### src/rtl/serial_normalizer.sv
// serial_normalizer: shifts a word left one bit per cycle until normalized and reports the shift count.
// Latency: n+1 edges from accept (1 edge for a zero word in unsigned mode), at most W edges.
// Backpressure: in_ready only in IDLE; result held in DONE until out_ready. Optional macro SERIAL_NORMALIZER_SIGNED_EN adds sgn.
module serial_normalizer #(
  parameter int W  = 8,
  parameter int CW = 4
) (
  input  logic          clk,
  input  logic          nrst,
  input  logic          in_valid,
  output logic          in_ready,
  input  logic [W-1:0]  i,
`ifdef SERIAL_NORMALIZER_SIGNED_EN
  input  logic          sgn,
`endif
  output logic          out_valid,
  input  logic          out_ready,
  output logic [W-1:0]  o,
  output logic [CW-1:0] n
);

  typedef enum logic [1:0] {IDLE, SHIFT, DONE} state_t;

  localparam logic [CW-1:0] CNT_W   = CW'(W);
  localparam logic [CW-1:0] CNT_WM1 = CW'(W - 1);

  state_t        state, state_nxt;
  logic [W-1:0]  sreg, sreg_nxt;
  logic [CW-1:0] cnt, cnt_nxt;
  logic          zero_stop;
  logic          norm_stop;

`ifdef SERIAL_NORMALIZER_SIGNED_EN
  logic sgn_q, sgn_nxt;

  // Stop conditions: signed mode stops on a sign/next-bit difference or after W-1 shifts, no zero shortcut.
  always_comb begin
    zero_stop = 1'b0;
    norm_stop = 1'b0;
    if (sgn_q) begin
      norm_stop = (sreg[W-1] != sreg[W-2]) || (cnt == CNT_WM1);
    end else begin
      zero_stop = (sreg == '0);
      norm_stop = sreg[W-1];
    end
  end
`else
  // Stop conditions: a zero word ends immediately, otherwise stop once the MSB is set.
  always_comb begin
    zero_stop = (sreg == '0);
    norm_stop = sreg[W-1];
  end
`endif

  // Next-state and datapath update; defaults hold every register.
  always_comb begin
    state_nxt = state;
    sreg_nxt  = sreg;
    cnt_nxt   = cnt;
`ifdef SERIAL_NORMALIZER_SIGNED_EN
    sgn_nxt   = sgn_q;
`endif
    case (state)
      IDLE: begin
        if (in_valid) begin
          sreg_nxt  = i;
          cnt_nxt   = '0;
`ifdef SERIAL_NORMALIZER_SIGNED_EN
          sgn_nxt   = sgn;
`endif
          state_nxt = SHIFT;
        end
      end
      SHIFT: begin
        if (zero_stop) begin
          cnt_nxt   = CNT_W;
          state_nxt = DONE;
        end else if (norm_stop) begin
          state_nxt = DONE;
        end else begin
          // Bits leaving the MSB are zero (unsigned) or copies of the sign (signed), so nothing is lost.
          sreg_nxt = {sreg[W-2:0], 1'b0};
          cnt_nxt  = cnt + CW'(1);
        end
      end
      DONE: begin
        if (out_ready) begin
          state_nxt = IDLE;
        end
      end
      default: state_nxt = IDLE;
    endcase
  end

  // State, shift register and counter; reset discards any in-flight word.
  always_ff @(posedge clk or negedge nrst) begin
    if (!nrst) begin
      state <= IDLE;
      sreg  <= '0;
      cnt   <= '0;
`ifdef SERIAL_NORMALIZER_SIGNED_EN
      sgn_q <= 1'b0;
`endif
    end else begin
      state <= state_nxt;
      sreg  <= sreg_nxt;
      cnt   <= cnt_nxt;
`ifdef SERIAL_NORMALIZER_SIGNED_EN
      sgn_q <= sgn_nxt;
`endif
    end
  end

  assign in_ready  = (state == IDLE);
  assign out_valid = (state == DONE);
  assign o         = sreg;
  assign n         = cnt;

endmodule
### config.mk
export PLATFORM = sky130hd
export DESIGN_NAME = serial_normalizer
export DESIGN_NICKNAME = d
export VERILOG_FILES = /design/src/rtl/serial_normalizer.sv
export SDC_FILE = /design/constraint.sdc
export NUM_CORES = 1
export LEC_CHECK = 0
export BUFFER_PORTS_ARGS = -buffer_cell sky130_fd_sc_hd__buf_4
export CORE_MARGIN = 2
export CORE_UTILIZATION = 30
export DETAILED_ROUTE_END_ITERATION = 6
export PLACE_DENSITY = 0.52
export SETUP_SLACK_MARGIN = 0.4
export SLEW_MARGIN = 30
export SYNTH_ARGS = -nofsm -noshare
export SYNTH_HDL_FRONTEND = slang
export SYNTH_SLANG_ARGS = --single-unit
### constraint.sdc
create_clock -name clk -period 2.07 [get_ports clk]
set_input_delay 0.1035 -clock clk [delete_from_list [all_inputs] [get_ports clk]]
set_output_delay 0.1035 -clock clk [all_outputs]
set_load 0.02 [all_outputs]
## After elaboration in Yosys (flattened, before gate mapping)

Index checks and enable logic that the tools add are counted.

- Magnitude comparators: 0
- Eq/ne operators: 8
- Div/mod/pow operators: 0
- Bitwise gates (word level): 0
- Mux-type cells: 13
- Shifts and indexed selects: 0
- Reduce and logical (&&, ||, !) cells: 7
- Multiply operators: 0
- Add/sub/neg operators: 1

Operators with widths:

| operator | number |
|---|---|
| $mux W8 | 3 |
| $pmux W8 S2 | 1 |
| $mux W4 | 3 |
| $reduce_and A3 Y1 | 3 |
| $logic_not A8 Y1 | 1 |
| $mux W2 | 4 |
| $pmux W4 S2 | 1 |
| $ne A2 B2 Y1 const B | 3 |
| $ne A3 B3 Y1 const B | 2 |
| $pmux W2 S3 | 1 |
| $add A4 B1 Y4 const B | 1 |
| $reduce_and A4 Y1 | 1 |
| $eq A2 B1 Y1 const B | 1 |
| $eq A2 B2 Y1 const B | 1 |
| $logic_not A2 Y1 | 1 |
| $ne A2 B1 Y1 const B | 1 |
| $reduce_bool A2 Y1 | 1 |

- Memories: 0
- Bits in latches: 0
- Bits of input ports: 12
- Memory bits (writable): 0
- Logic and storage cells: 33
- Register bits: 14
- ROM bits: 0

## Logic depth before layout (Yosys ltp)

- Depth after elaboration: 4
- Mapped depth: 6
- Gate-level depth less buffers: 4

## Worst setup path before layout

OpenSTA, ideal clock, no wires.

- Kind: register to register
- From: register sreg[0] (netlist: o[0])
- To: register sreg[1] (netlist: o[1])
- Data arrival time: 1.549 ns
- Setup time: 0.125 ns
- Cell stages (with the launch flop): 6
- Setup slack: 0.396 ns
- Path buffers: 1
- Cells stage by stage: dfrtp_1 nor4_1 and2_2 a21o_1 buf_6 mux2_4

- Cells in the longest elaborated chain, start to end: 3

RTL lines:

| element | line | text |
|---|---|---|
| from (decl) | 28 | `logic [W-1:0] sreg, sreg_nxt;` |
| from (signal assigned) | 106 | `sreg <= sreg_nxt;` |
| $logic_not A8 Y1 / $mux W8 (equally long branches) | 50, 78 |  |
| $ne A2 B2 Y1 (no line) / $mux W8 (equally long branches) | n/a |  |
| $reduce_and A4 Y1 (no line) / $pmux W8 S2 (equally long branches) | n/a |  |

Parallel ways exist; a longest one is shown, timed or not. The select of a mux whose other input is x is not followed.
A chain may end at the register's enable or synchronous reset.

## Final worst setup path

- From: register sreg[3] (netlist: o[3])
- To: register sreg[1] (netlist: o[1])

- Cells in the longest elaborated chain, start to end: 3

RTL lines:

| element | line | text |
|---|---|---|
| $logic_not A8 Y1 | 50 | `zero_stop = (sreg == '0);` |
| $ne A2 B2 Y1 (no line) | n/a |  |
| $reduce_and A4 Y1 (no line) | n/a |  |

Every way passes these cells.

==> reports/qor.yml <==
power_and_ir_drop:
  switching_share: 0.427
  seqPwrFrac: 0.337
  cellPowerDensity_nw_per_um2: 1560
  p_clk_frac: 0.120
  leakagePower_nw: 0.526
  fin_total_pwr_mw: 1.68
  comb_power_share: 0.544
  power_switching_mw: 0.717
  intPower_mw: 0.962
  max-vdd-ir-drop_v: 0.000764
critical_path:
  critical_path.top_delay_family: "simple AND/OR/NAND/NOR gates"
  reg2reg_depth: 4
  arrival_ps: 1820
  r2r_setup_slack_ps: 430
  worstPathRequired_ps: 2250
  cp-start-kind: "flop"
  critPathLaunch: "o[3]"
  crit_type: "flop to flop"
  reg2reg_to: "o[1]"
  critPathMaxStageDelay_ps: 460
  path_max_fanout: 7
  critPathSlowestCell: "dfrtp_1"
  r2r_start: "o[3]"
  critPathBufInv: 0
  crit_chain: "nor4_4 -> and2_4 -> a21o_4 -> mux2_4"
  cp-end-kind: "flop"
yosys:
  synth_common_cells: "dfrtp_1, nand2_1, nand2b_1, o21ai_0, mux2_4"
  yosys_warnings: 0
  synth_edf_count: 0
  syn_nets: 92
  synthFlopType: "dfrtp_1"
  yosys.area.top_type_share: 0.451
  synth_area_per_cell_um2: 9.84
  synthCells: 79
  synth-async-reset-ratio: 1.00
  synth_cell_types: 26
  netlist.top_cell.by_area: "dfrtp_1"
  yosysMostFrequentCell: "dfrtp_1"
  ys_seq_area_frac: 0.451
  ys_ff_latch: 14
  synth_area_leaders: "dfrtp_1, mux2_4, nand2b_1, o21ai_0, nand2_1"
  netlist_area_um2: 777
min_path:
  min_from: "i[0]"
  hold_class: "input port to flop"
  holdPathStages: 2
  min_to: "o[0]"
cts:
  cts_tree: "yes"
  clockBufferDepth: 2
  worstSkewPairLatency_ps: 290
  clk_pin_slew_worst_paths_ps: 90
  htree_num_levels: 1
  cts_root_buf: "clkbuf_4"
  cts.sinks: 14
  cts_buffers: 3
grt:
  grt_pass1_wl_um: 2660
  antenna_found_initial: 0
  grt_usage: 0.129
  grt_pass1_vias: 571
  grt_max_degree: 20
  gr-total-overflow: 0
place:
  portBuffers: 25
  post-dp-hpwl_um: 1220
  placed_area_um2: 992
  place_congestion: 0.669
detailed_routing:
  routed_wl_um: 1730
  first_pass_iters: 4
  drtIter0Drc: 5
  ant_nets: 0
  drc: 0
  num_vias: 662
  wl_per_cell_um: 12.7
  viasPerCell: 4.87
timing:
  tns_ps: 0
  min_period_ps: 1640
  fin_skew_ps: 6.00
  relSlewSlack: 0.778
  setup_violations: 0
  worst_slew_pin_slew_ps: 334
  fmax_ghz: 0.610
  rsz0062_at_grt: "false"
  period_share: 0.792
  slew_violations: 0
  hold_viol: 0
die:
  die_h_um: 54.9
  rows: 18
  die_w_um: 54.9
  die_area_um2: 3010
  ios: 26
  start_util: 0.317
  coreArea_um2: 2450
status:
  status: "complete, no violations"
final_layout:
  drive_above_1_share: 0.396
  fin_area_um2: 1080
  nFillCells: 254
  area_growth_pct: 38.5
  regArea_um2: 350
  multi_input_area_um2: 435
  num-nets-final: 120
  diodes: 0
job:
  cap_violations: 0
## timing repair
item / 4_1_cts / 5_1_grt
setup buffers: 0 / 0
gates resized for setup: 3 / 6
hold buffers: 1 / 0
endpoints found under the setup margin: 6 / 7
gates cloned: 0 / 0
hold endpoints to repair: 14 / 0
## worst max-delay path by stage
| stage | depth (start not counted) | end | slack, ps |
|---|---|---|---|
| 5_1_grt | 4 | o[2] | 360 |
| 3_3_place_gp | 4 | o[3] | 220 |
| 3_5_place_dp | 4 | o[6] | 180 |
| 4_1_cts | 4 | o[1] | 410 |
| 6_report | 4 | o[1] | 430 |
| 2_1_floorplan | 5 | o[1] | 400 |
## worst reg2reg max path, delay by kind of cell, from the launching register on
| family | cells | cell delay (ps) |
|---|---|---|
| AOI/OAI and AO/OA | 1 | 200 |
| muxes | 1 | 310 |
| DFF | 1 | 460 |
| and+or+nand+nor | 2 | 570 |
## through the flow
stage	util	hold slack (ps)	setup slack, ps	instances
final	0.438	58.5	430	136
after global routing	0.438	62.8	358	136
after CTS	0.429	53.1	407	136
after detailed placement	0.404	-32.6	184	131
after global placement	0.404	-32.7	218	131
after floorplan	-	-192	400	79
## power groups by stage
stage	Combinational (mW)	Sequential, mW	Clock, mW
2_1_floorplan	0.490	0.640	0
3_3_place_gp	0.880	0.543	0
3_5_place_dp	0.884	0.540	0
4_1_cts	0.898	0.544	0.208
5_1_grt	0.997	0.588	0.222
6_report	0.913	0.565	0.201
## sequential cells by signal (all words and copies together), names as in the netlist
register	count
n	4
state	2
o	8
## routing by layer
metal	up-vias	share of wire	track usage
met4	0	0.016	0.0488
met2	16	0.47	0.179
met3	4	0.053	0.0511
li1	333	-	-
met1	309	0.46	0.178
met5	-	0	0
## cell type report
cell class,count,area share
Clock buffer,4,0.0337
Inverter,2,0.00698
Multi-Input combinational cell,59,0.405
Sequential cell,14,0.326
Tap cell,30,0.0349
Timing Repair Buffer,27,0.194
## placed cells by master, fill, tap and decap left out, types with 2 or more instances in the layout
master	instances
inv_1	2
nand2b_1	8
mux2_4	6
clkbuf_4	3
dfrtp_1	14
buf_4	25
nor2_1	5
a21o_4	2
o21ai_0	8
nand2_1	10
nand3_1	3
## cells by family (layout without fill, tap and decap cells)
logic type | after synthesis | after routing | share of synthesized area
muxes | 7 | 7 | 0.129
buffers and inverters | 6 | 33 | 0.0402
and+or+nand+nor | 35 | 35 | 0.232
DFF | 14 | 14 | 0.451
AOI/OAI and AO/OA | 16 | 16 | 0.132
adders and majority gates | 1 | 1 | 0.0161
No activity file was read; power rests on OpenSTA's default activity.
